--- config.mk ---
export PLATFORM = sky130hd
export DESIGN_NAME = axi_slv_wframe_split
export DESIGN_NICKNAME = d
export VERILOG_FILES = /design/src/rtl/axi_slv_pkg.sv /design/src/rtl/axi_aw_fifo.sv /design/src/rtl/axi_slv_wframe_split.sv
export SDC_FILE = /design/constraint.sdc
export NUM_CORES = 1
export LEC_CHECK = 0
export CORE_AREA = 2 2 215 217
export CTS_BUF_LIST = sky130_fd_sc_hd__clkbuf_4 sky130_fd_sc_hd__clkbuf_8 sky130_fd_sc_hd__clkbuf_16
export DETAILED_ROUTE_END_ITERATION = 16
export DIE_AREA = 0 0 217 219
export PLACE_DENSITY_LB_ADDON = 0.3
export SLEW_MARGIN = 20
export SYNTH_ARGS = -nofsm -noshare
export SYNTH_HDL_FRONTEND = slang
export SYNTH_SLANG_ARGS = --single-unit
--- constraint.sdc ---
create_clock -name clk -period 13.03 [get_ports clk]
set_input_delay 2.606 -clock clk [delete_from_list [all_inputs] [get_ports clk]]
set_output_delay 2.606 -clock clk [all_outputs]
set_load 0.1 [all_outputs]
--- src/rtl/axi_slv_pkg.sv ---
// Shared types and sizing helpers for the AXI slave write-frame splitter.
package axi_slv_pkg;

    typedef enum logic [1:0] {
        RESP_OKAY   = 2'b00,
        RESP_SLVERR = 2'b10
    } resp_e;

    typedef enum logic [1:0] {
        W_IDLE,
        W_DATA,
        W_RESP
    } wst_e;

    // {last, addr, strb, data}
    function automatic int frame_w(input int addr_w, input int data_w);
        return 1 + addr_w + data_w / 8 + data_w;
    endfunction

    function automatic int slices(input int axi_dw, input int frame_dw);
        return axi_dw / frame_dw;
    endfunction

endpackage

--- src/rtl/axi_aw_fifo.sv ---
// Synchronous FIFO holding accepted AW commands until the write FSM picks them up.
module axi_aw_fifo #(
    parameter int W     = 37,
    parameter int DEPTH = 4
) (
    input  logic         clk,
    input  logic         rst,
    input  logic         push_i,
    input  logic [W-1:0] din_i,
    input  logic         pop_i,
    output logic [W-1:0] dout_o,
    output logic         full_o,
    output logic         empty_o
);
    localparam int AW = $clog2(DEPTH);

    logic [W-1:0] mem [DEPTH];
    logic [AW:0]  wp_q, rp_q;

    // Extra pointer MSB distinguishes full from empty when the indices match.
    assign empty_o = (wp_q == rp_q);
    assign full_o  = (wp_q[AW] != rp_q[AW]) && (wp_q[AW-1:0] == rp_q[AW-1:0]);
    assign dout_o  = mem[rp_q[AW-1:0]];

    always_ff @(posedge clk or posedge rst) begin
        if (rst) begin
            wp_q <= '0;
            rp_q <= '0;
        end else begin
            if (push_i && !full_o) wp_q <= wp_q + 1'b1;
            if (pop_i && !empty_o) rp_q <= rp_q + 1'b1;
        end
    end

    always_ff @(posedge clk) begin
        if (push_i && !full_o) mem[wp_q[AW-1:0]] <= din_i;
    end

endmodule

--- src/rtl/axi_slv_wframe_split.sv ---
// AXI INCR write front end: queues AW, splits each W beat into arbiter frames, returns B with ID echo.
module axi_slv_wframe_split
    import axi_slv_pkg::*;
#(
    parameter int AXI_DATA_WIDTH = 256,
    parameter int AXI_ADDR_WIDTH = 25,
    parameter int AXI_ID_WIDTH   = 4,
    parameter int FRAME_DATA_W   = 64,
    parameter int AW_FIFO_DEPTH  = 4,
    parameter int SKIP_EMPTY     = 1
) (
    input  logic                                            clk,
    input  logic                                            rst,
    input  logic                                            axi_s_awvalid,
    output logic                                            axi_s_awready,
    input  logic [AXI_ID_WIDTH-1:0]                         axi_s_awid,
    input  logic [AXI_ADDR_WIDTH-1:0]                       axi_s_awaddr,
    input  logic [7:0]                                      axi_s_awlen,
    input  logic                                            axi_s_wvalid,
    output logic                                            axi_s_wready,
    input  logic [AXI_DATA_WIDTH-1:0]                       axi_s_wdata,
    input  logic [AXI_DATA_WIDTH/8-1:0]                     axi_s_wstrb,
    input  logic                                            axi_s_wlast,
    output logic                                            axi_s_bvalid,
    input  logic                                            axi_s_bready,
    output logic [AXI_ID_WIDTH-1:0]                         axi_s_bid,
    output logic [1:0]                                      axi_s_bresp,
    output logic                                            axi2arb_wframe_valid,
    input  logic                                            axi2arb_wframe_ready,
    output logic [frame_w(AXI_ADDR_WIDTH, FRAME_DATA_W)-1:0] axi2arb_wframe_data
);
    localparam int SLICES = slices(AXI_DATA_WIDTH, FRAME_DATA_W);
    localparam int SW     = (SLICES > 1) ? $clog2(SLICES) : 1;
    localparam int FB     = FRAME_DATA_W / 8;
    localparam int BEAT_B = AXI_DATA_WIDTH / 8;
    localparam int QW     = AXI_ID_WIDTH + AXI_ADDR_WIDTH + 8;

    wst_e                       state_q, state_d;
    logic                       awrdy_q;
    logic [AXI_ADDR_WIDTH-1:0]  addr_q;
    logic [7:0]                 len_q, cnt_q;
    logic [AXI_ID_WIDTH-1:0]    id_q, bid_q;
    logic                       err_q, bv_q;
    resp_e                      bresp_q;
    logic [SW-1:0]              slice_q;
    logic [AXI_DATA_WIDTH-1:0]  data_q;
    logic [BEAT_B-1:0]          strb_q;

    logic                       q_full, q_empty, q_pop, q_push;
    logic [QW-1:0]              q_dout;
    logic [AXI_ID_WIDTH-1:0]    q_id;
    logic [AXI_ADDR_WIDTH-1:0]  q_addr;
    logic [7:0]                 q_len;

    logic [FB-1:0]              cur_strb;
    logic [FRAME_DATA_W-1:0]    cur_data;
    logic [AXI_ADDR_WIDTH-1:0]  frm_addr;
    logic                       last_beat, last_slice, frm_last, skip, adv, w_hs;

    // awready is held low until the first clock after reset releases.
    assign axi_s_awready = awrdy_q && !q_full;
    assign q_push        = axi_s_awvalid && axi_s_awready;
    assign {q_id, q_addr, q_len} = q_dout;

    axi_aw_fifo #(.W(QW), .DEPTH(AW_FIFO_DEPTH)) u_aw_fifo (
        .clk     (clk),
        .rst     (rst),
        .push_i  (q_push),
        .din_i   ({axi_s_awid, axi_s_awaddr, axi_s_awlen}),
        .pop_i   (q_pop),
        .dout_o  (q_dout),
        .full_o  (q_full),
        .empty_o (q_empty)
    );

    assign cur_strb   = strb_q[int'(slice_q)*FB +: FB];
    assign cur_data   = data_q[int'(slice_q)*FRAME_DATA_W +: FRAME_DATA_W];
    assign frm_addr   = addr_q + AXI_ADDR_WIDTH'(int'(slice_q) * FB);
    assign last_beat  = (cnt_q == len_q);
    assign last_slice = (slice_q == SW'(SLICES - 1));
    assign frm_last   = last_beat && last_slice;
    // The burst's final slice always goes out so the arbiter sees the last marker.
    assign skip       = (SKIP_EMPTY != 0) && (cur_strb == '0) && !frm_last;
    assign axi2arb_wframe_valid = (state_q == W_DATA) && bv_q && !skip;
    assign axi2arb_wframe_data  = axi2arb_wframe_valid ? {frm_last, frm_addr, cur_strb, cur_data} : '0;
    assign adv        = (state_q == W_DATA) && bv_q && (skip || axi2arb_wframe_ready);
    assign w_hs       = axi_s_wvalid && axi_s_wready;
    assign axi_s_bid   = bid_q;
    assign axi_s_bresp = bresp_q;

    always_comb begin
        state_d      = state_q;
        q_pop        = 1'b0;
        axi_s_wready = 1'b0;
        axi_s_bvalid = 1'b0;
        unique case (state_q)
            W_IDLE: if (!q_empty) begin
                q_pop   = 1'b1;
                state_d = W_DATA;
            end
            W_DATA: begin
                axi_s_wready = !bv_q;
                if (adv && frm_last) state_d = W_RESP;
            end
            W_RESP: begin
                axi_s_bvalid = 1'b1;
                if (axi_s_bready) state_d = W_IDLE;
            end
            default: state_d = W_IDLE;
        endcase
    end

    always_ff @(posedge clk or posedge rst) begin
        if (rst) begin
            state_q <= W_IDLE;
            awrdy_q <= 1'b0;
            addr_q  <= '0;
            len_q   <= '0;
            cnt_q   <= '0;
            id_q    <= '0;
            err_q   <= 1'b0;
            bv_q    <= 1'b0;
            slice_q <= '0;
            data_q  <= '0;
            strb_q  <= '0;
            bid_q   <= '0;
            bresp_q <= RESP_OKAY;
        end else begin
            state_q <= state_d;
            awrdy_q <= 1'b1;
            if (q_pop) begin
                addr_q <= q_addr & ~AXI_ADDR_WIDTH'(BEAT_B - 1);
                len_q  <= q_len;
                id_q   <= q_id;
                cnt_q  <= '0;
                err_q  <= 1'b0;
            end
            if (w_hs) begin
                data_q  <= axi_s_wdata;
                strb_q  <= axi_s_wstrb;
                bv_q    <= 1'b1;
                slice_q <= '0;
                if (axi_s_wlast != last_beat) err_q <= 1'b1;
            end
            if (adv) begin
                if (last_slice) begin
                    bv_q    <= 1'b0;
                    slice_q <= '0;
                    addr_q  <= addr_q + AXI_ADDR_WIDTH'(BEAT_B);
                    cnt_q   <= cnt_q + 8'd1;
                end else begin
                    slice_q <= slice_q + 1'b1;
                end
            end
            if (state_q == W_DATA && state_d == W_RESP) begin
                bid_q   <= id_q;
                bresp_q <= err_q ? RESP_SLVERR : RESP_OKAY;
            end
        end
    end

endmodule

# Yosys cells after proc, flatten, opt, wreduce, memory -nomap -nowiden
# Memory sizes are Yosys's and may differ from the RTL's.
# Cells that the tools add are included.
word_totals:
  ff_bits: 352
  ram_bits: 148
  in_bits: 332
  out_inout_bits: 108
  word_cells: 82
  n_memories: 1
op_classes:
  add_sub_neg: 6
  eq_ne: 9
  shifts: 2
  muxes: 27
  reduce_logical: 22
mem_list:
  columns: ["name", "depth", "width", "rd", "rd_clocked_by_memory_dff", "write_ports", "line_no", "source"]
  rows:
  - ["u_aw_fifo.mem", 4, 37, 1, 0, 1, "axi_aw_fifo.sv:17", "logic [W-1:0] mem [DEPTH];"]
ops:
  columns: ["cell", "n"]
  rows:
  - ["256-bit by 9-bit variable part select with 64-bit output", 1]
  - ["98-bit 2-to-1 mux", 1]
  - ["25-bit 2-to-1 mux", 3]
  - ["32-bit by 6-bit variable part select with 8-bit output", 1]
  - ["25-bit by 5-bit adder with 25-bit output", 1]
  - ["25-bit by 6-bit adder with 25-bit output (second input constant)", 1]
  - ["8-bit 2-to-1 mux", 3]
  - ["2-bit 2-to-1 mux", 7]
  - ["1-bit logical AND", 13]
  - ["1-bit 2-to-1 mux", 12]
  - ["8-bit by 1-bit adder with 8-bit output (second input constant)", 1]
  - ["8-bit equality test", 1]
  - ["8-bit logical NOT", 1]
  - ["3-bit by 1-bit adder with 3-bit output (second input constant)", 2]
  - ["2-bit equality test (second input constant)", 3]
  - ["2-bit one-hot mux with 3 select lines", 1]
  - ["1-bit logical NOT", 5]
  - ["3-bit equality test", 1]
  - ["2-bit by 1-bit adder with 2-bit output (second input constant)", 1]
  - ["2-bit by 1-bit equality test with 1-bit output (second input constant)", 1]
  - ["2-bit equality test", 1]
  - ["2-bit logical NOT", 1]
  - ["1-bit != test", 2]
  - ["2-bit nonzero test", 1]
  - ["1-bit logical OR", 1]

# Depth between registers and ports, before layout
# Gate-level depths: netlist of the first run.
logic_depth:
  word_depth: 11
  mapped_depth: 11
  mapped_depth_nobuf: 7

# By module
# From an unflattened synthesis of the first run, not the netlist that was laid out.
unflattened:
  cells_unflattened: 1401
  hier_area_um2: 21977.3
by_module_without_submodules:
  columns: ["mod", "instances", "cells_each", "area_each_um2", "seq_area_each_um2"]
  rows:
  - ["axi_slv_wframe_split", 1, 1157, 16120.5, 8633.3]
  - ["axi_aw_fifo", 1, 244, 5856.9, 4594.4]

# Least setup slack after synthesis of the first run
# No wires, ideal clock.
synth_path:
  path_kind: "flip-flop to output port"
  from: "register slice_q[1]"
  to: "output port axi2arb_wframe_data[55]"
  t_arrival_ns: 3.418
  t_required_ns: 10.424
  setup_slack_ns: 7.006
  path_stages_with_launch: 11
  path_cell_list: "dfrtp_1 clkbuf_1 mux4_2 nor4_1 nand2_1 a21oi_1 nand2b_1 buf_2 inv_2 clkbuf_1 and2_1"
synth_via:
  elab_chain_cells: 7
synth_rtl:
  columns: ["element", "line_no", "source"]
  rows:
  - ["start: declaration", "axi_slv_wframe_split.sv:45", "logic [SW-1:0] slice_q;"]
  - ["start signal: assignment", "axi_slv_wframe_split.sv:152", "slice_q <= slice_q + 1'b1;"]
  - ["branches (longest 3 deep; another with 32-bit by 6-bit variable part select with 8-bit output)", null, null]
  - ["1-bit logical AND *", "axi_slv_wframe_split.sv:83", "assign skip = (SKIP_EMPTY != 0) && (cur_strb == '0) && !frm_last;"]
  - ["1-bit logical NOT *", "axi_slv_wframe_split.sv:84", "assign axi2arb_wframe_valid = (state_q == W_DATA) && bv_q && !skip;"]
  - ["1-bit logical AND *", "axi_slv_wframe_split.sv:84", null]
  - ["via axi2arb_wframe_valid", "axi_slv_wframe_split.sv:28", "output logic axi2arb_wframe_valid,"]
  - ["98-bit 2-to-1 mux *", "axi_slv_wframe_split.sv:85", "assign axi2arb_wframe_data = axi2arb_wframe_valid ? {frm_last, frm_addr, cur_strb, cur_data} : '0;"]
  - ["end: declaration", "axi_slv_wframe_split.sv:30", "output logic [frame_w(AXI_ADDR_WIDTH, FRAME_DATA_W)-1:0] axi2arb_wframe_data"]
# Mark *: on every way through the listed nets, which the timed path passes.

# Final worst setup path of the first run
layout_path:
  from: "register slice_q[0]"
  to: "output port axi2arb_wframe_data[47]"
layout_via:
  elab_chain_cells: 7
layout_rtl:
  columns: ["element", "line_no"]
  rows:
  - ["branches (longest 6 deep; another with 32-bit by 6-bit variable part select with 8-bit output)", null]
  - ["98-bit 2-to-1 mux *", "axi_slv_wframe_split.sv:85"]
# Mark *: on every way between the ends.

==> results of run 1 <==
==> layer usage <==
layer  GRT usage (%)  vias to the layer above  share of wire (%)
met5               0                        -               0.15
met4            7.83                       14                3.2
met3            5.38                      100                6.4
met2            36.5                      421                 49
met1            29.4                     6764                 41
li1                -                     5921                  -
==> cell families (layout without fill, tap and decap cells) <==
family | count (synthesis) | after routing
muxes | 407 | 407
buffers and inverters | 105 | 562
xor gates and xnor gates | 36 | 36
adders and majority gates | 11 | 11
DFF | 479 | 479
and+or+nand+nor | 300 | 300
AOI/OAI and AO/OA | 40 | 40
other | 2 | 9
==> worst max-delay path, cell delays in order (launching register included) <==
cell             delay [ps]
dfrtp_4                 830
buf_4                   870
ha_1                    370
a21oi_1                 100
nand2b_1                640
inv_2                   940
and2_1                  250
clkdlybuf4s50_1        1150
==> sequential cells by signal, summed over array words and instances, names as in the netlist, 2 cells and up <==
| register | cells |
|---|---|
| data_q | 256 |
| u_aw_fifo.mem | 128 |
| strb_q | 32 |
| addr_q | 25 |
| cnt_q | 8 |
| len_q | 8 |
| axi_s_bid | 4 |
| id_q | 4 |
| u_aw_fifo.rp_q | 3 |
| u_aw_fifo.wp_q | 3 |
| slice_q | 2 |
| state_q | 2 |
==> cell type report <==
cell class	instances	area [sq um]	share of cell area, %
clock buffer	84	1600	5.78
inverter	15	63.8	0.230
multi-input combinational	796	8070	29.1
tap	600	751	2.70
sequential	479	12600	45.5
antenna	7	17.5	0.0631
clock inverter	13	154	0.554
timing repair buffer	450	4470	16.1
==> worst paths after layout <==
path                                            to  slack (ps)  cells past startpoint
hold reg to reg                            id_q[1]         480                      2
setup reg to reg                          cnt_q[7]        9390                      6
setup / recovery           axi2arb_wframe_data[47]        4470                      7
max in group asynchronous              data_q[120]        8390                      4
hold / removal                             id_q[1]         480                      2
min in group asynchronous              data_q[230]        2520                      2
==> metrics by stage <==
step	instances	hold slack, ps
6_report	2444	478
5_1_grt	2443	500
4_1_cts	2437	485
3_5_place_dp	2340	470
3_3_place_gp	2340	461
2_1_floorplan	1380	442
==> cell usage in the layout, fill, tap and decap left out, types with 16 or more instances in the layout <==
master	synthesis	layout
dfrtp_1	351	348
clkdlybuf4s50_1	0	433
mux2_2	296	296
xor2_1	16	16
and2_1	79	78
nand2_1	75	75
xnor2_1	20	20
nor2_1	53	53
edfxtp_1	128	128
clkbuf_16	0	52
nor3_1	22	22
clkbuf_4	0	22
and3_1	19	19
mux4_2	104	104
buf_4	2	16
==> flow_metrics.env, run 1 <==
export IMPL_grt_max_degree=169
export IMPL_drc=0
export IMPL_placed_cell_area_sq_um=26000
export IMPL_period_share_pct=65.7
export IMPL_grt_usage_pct=22.4
export IMPL_worstReg2RegStart="slice_q[0]"
export IMPL_start_kind="flop"
export IMPL_max_freq_ghz=0.117
export IMPL_dr_total_vias=13220
export IMPL_netlist_instances=1380
export IMPL_worstSetupStartpoint="slice_q[0]"
export IMPL_clk_pin_slew_ps=60
export IMPL_die_area_sq_um=47500
export IMPL_placementRows=78
export IMPL_synthTopCellsByArea="dfrtp_1, edfxtp_1, mux2_2, mux4_2, and2_1"
export IMPL_die_y_microns=219
export IMPL_num_io_pins=440
export IMPL_wire_per_inst_microns=21.8
export IMPL_yosysSeqAreaShare_pct=59.8
export IMPL_pre_cts_slack_ps=4940
export IMPL_clock_sinks=479
export IMPL_postCtsSetupBuffers=0
export IMPL_detail_route_vias_per_cell=5.41
export IMPL_cts_buffers=52
export IMPL_hold_start="id_q[1]"
export IMPL_drt_initial_drc_count=938
export IMPL_synth_simple_area_share_pct=7.23
export IMPL_fin_ws_ps=4470
export IMPL_crit_fanout=69
export IMPL_drive_above_1_share_pct=28.5
export IMPL_async_flop_share_pct=73.3
export IMPL_synth_seq_cells=479
export IMPL_synthFlopType="dfrtp_1"
export IMPL_clk_latency_ps=590
export IMPL_synth_distinct_cells=54
export IMPL_yosysMostFrequentCell="dfrtp_1"
export IMPL_setup_violations=0
export IMPL_yosysWarnings=0
export IMPL_synth_edf_count=128
export IMPL_setup_tns_ps=0
export IMPL_worst_slew_pin_slew_ps=1040
export IMPL_finalHoldViolCount=0
export IMPL_place_congestion=0.841
export IMPL_grt_pass1_vias=13744
export IMPL_max_cap_violations=0
export IMPL_ctsRootBufferMaster="clkbuf_16"
export IMPL_syn_area_sq_um=21100
export IMPL_initial_core_util_pct=46.8
export IMPL_dp_hpwl_microns=36400
export IMPL_core_sq_um=45100
export IMPL_ctsResizeCount=0
export IMPL_synth_top_area_share_pct=41.6
export IMPL_io_buffers=433
export IMPL_synth_commonest_cells="dfrtp_1, mux2_2, edfxtp_1"
export IMPL_cp_required_ps=10420
export IMPL_rsz0062_at_grt="no"
export IMPL_synth_top_cell_by_area="dfrtp_1"
export IMPL_cp_arrival_ps=5950
export IMPL_fin_worst_skew_ps=31.0
export IMPL_synth_nets=1723
export IMPL_path_class="reg -> out"
export IMPL_ctsHoldBuffers=0
export IMPL_synth_top_family_by_area="multiplexers"
export IMPL_antenna_found_initial=13
export IMPL_synth_fa_ha_area_share_pct=0.688
export IMPL_totalWireLength_microns=53200
export IMPL_gr_total_overflow=0
export IMPL_cts_buffer_depth=3
export IMPL_relSlewSlack_pct=30.4
export IMPL_dieWidth_microns=217
export IMPL_first_pass_iters=5
export IMPL_synth_mux_area_share_pct=27.2
export IMPL_synthXorXnorAreaFrac_pct=1.49
export IMPL_synth_compound_area_share_pct=1.48
export IMPL_fill_cells=3455
export IMPL_tritoncts="built"
export IMPL_grt_pass1_wl_microns=81100
export IMPL_syn_to_final_growth_pct=31.6
export IMPL_finalMaxSlewViolations=0
export IMPL_avgSynthCellArea_sq_um=15.3
export IMPL_finish_instance_area_sq_um=27800
export IMPL_hp_class="reg -> reg"
export IMPL_fin_crit_ps=8560
export IMPL_htree_levels=2
export IMPL_utilization_pct=61.6
export IMPL_ant_nets=0
export IMPL_end_kind="primary output"
export IMPL_status="finished clean"
export IMPL_nNetsFinal=2137
Power of run 1 is left out: the tool's default activity adds up to more than one toggle a clock period on the data nets, which glitch-free logic cannot reach.
==> run 2, diff against run 1 <==
- CORE_AREA: 2 2 215 217 -> 2 2 205 207
- DIE_AREA: 0 0 217 219 -> 0 0 207 209
- clock period: 13.03 -> 8.5 ns (I/O delays scaled with it)
==> flow_metrics.env, run 2 (synthesized netlist as in run 1, its figures left out) <==
export IMPL_status="finished clean"
export IMPL_drt_initial_drc_count=894
export IMPL_period_share_pct=83.1
export IMPL_path_cells="buf_4 > ha_1 > a21oi_1 > nand2b_1 > buf_4 > inv_2 > and2_1 > clkdlybuf4s50_1"
export IMPL_grt_pass1_vias=14089
export IMPL_totalWireLength_microns=53100
export IMPL_worstReg2RegStart="slice_q[0]"
export IMPL_ctsResizeCount=0
export IMPL_htree_levels=2
export IMPL_cp_required_ps=6800
export IMPL_finalHoldViolCount=0
export IMPL_syn_to_final_growth_pct=31.5
export IMPL_die_area_sq_um=43300
export IMPL_start_kind="flop"
export IMPL_postCtsSetupBuffers=0
export IMPL_first_pass_iters=5
export IMPL_fin_worst_skew_ps=15.9
export IMPL_drive_above_1_share_pct=28.1
export IMPL_setup_tns_ps=0
export IMPL_clk_pin_slew_ps=60
export IMPL_finalMaxSlewViolations=0
export IMPL_rsz0062_at_grt="no"
export IMPL_fin_crit_ps=7060
export IMPL_hp_class="reg -> reg"
export IMPL_hold_start="id_q[3]"
export IMPL_path_delay_family="buffers and inverters"
export IMPL_ctsHoldBuffers=0
export IMPL_largest_register_ffs=256
export IMPL_fill_cells=2897
export IMPL_slowest_delay_ps=1150
export IMPL_critical_path_slowest_cell="clkdlybuf4s50_1"
export IMPL_max_freq_ghz=0.142
export IMPL_antenna_found_initial=14
export IMPL_cts_buffer_depth=3
export IMPL_nNetsFinal=2138
export IMPL_ant_nets=0
export IMPL_worst_slew_pin_slew_ps=1070
export IMPL_detail_route_vias_per_cell=5.58
export IMPL_placementRows=75
export IMPL_tritoncts="built"
export IMPL_critPathMostFrequentCell="buf_4"
export IMPL_core_sq_um=41300
export IMPL_place_congestion=0.877
export IMPL_worstSetupStartpoint="slice_q[0]"
export IMPL_path_buf_inv=4
export IMPL_path_class="reg -> out"
export IMPL_ctsRootBufferMaster="clkbuf_16"
export IMPL_setup_violations=0
export IMPL_end_kind="primary output"
export IMPL_max_cap_violations=0
export IMPL_initial_core_util_pct=51.1
export IMPL_cts_buffers=51
export IMPL_grt_max_degree=132
export IMPL_num_io_pins=440
export IMPL_dr_total_vias=13341
export IMPL_crit_fanout=69
export IMPL_io_buffers=433
export IMPL_cp_arrival_ps=5360
export IMPL_grt_pass1_wl_microns=82000
export IMPL_r2r_slack_ps=4990
export IMPL_gr_total_overflow=0
export IMPL_clock_sinks=479
export IMPL_regMostFlops="data_q"
export IMPL_dieWidth_microns=207
export IMPL_die_y_microns=209
export IMPL_wire_per_inst_microns=22.2
export IMPL_drc=0
export IMPL_clk_latency_ps=590
export IMPL_grt_usage_pct=24.6
export IMPL_relSlewSlack_pct=28.5
export IMPL_mostFrequentLayoutCell="clkdlybuf4s50_1"
export IMPL_dp_hpwl_microns=36500
export IMPL_layout_common_cells="clkdlybuf4s50_1, dfrtp_1, mux2_2, edfxtp_1, mux4_2"
run 2: cell types whose count changed in the layout (fill, tap and decap cells not counted), sizes merged:
cell      delta
clkinv       +4
diode        +6
buf          +2
clkbuf      -10
bufinv       +1
clkinvlp     +3
run 2: area by class of cell:
cell class              count  area, sq um  area share, %
clock buffers              74         1550           5.58
repair buffers            452         4500           16.2
well taps                 539          674           2.43
inverters                  15         60.1          0.216
flip-flops and latches    479        12600           45.5
multi-input cells         796         8070           29.1
clock inverters            21          224          0.807
diodes                     13         32.5          0.117
run 2: worst register-to-register path, stage by stage, from the launching register on:
cell and delay (ps):
dfrtp_4 940, buf_4 770, ha_1 370, nand2_1 140
o31a_2 580, nor4_1 400, mux2i_1 240
run 2: routing by layer:
| metal | up-vias | global-route usage (%) | share of wire, % | wire [microns] |
|---|---|---|---|---|
| met5 | - | 0 | 0.024 | 13 |
| met4 | 2 | 10.3 | 3.4 | 1830 |
| met3 | 102 | 4.79 | 6.0 | 3200 |
| met2 | 474 | 41.1 | 50 | 26700 |
| met1 | 6844 | 31.6 | 40 | 21300 |
| li1 | 5919 | - | - | - |
run 2: path summary, 6_finish.rpt:
kind | depth (start not counted) | to
min | 2 | id_q[3]
max reg2reg | 6 | cnt_q[7]
min reg2reg | 2 | id_q[3]
max in group asynchronous | 4 | data_q[205]
max | 8 | axi2arb_wframe_data[41]
min in group asynchronous | 3 | data_q[189]
run 2: per-stage QoR:
stage          hold WS, ps  cell area (sq um)  setup slack (ps)  utilization, %  cells
2_1_floorplan          442              21100              2100               -   1380
3_3_place_gp           458              25900              1980            62.8   2281
3_5_place_dp           462              25900              1840            62.8   2281
4_1_cts                477              27700              1200            67.1   2376
5_1_grt                497              27700              1030            67.2   2387
6_report               479              27700              1440            67.2   2389
Power of run 2 is left out for the same reason.
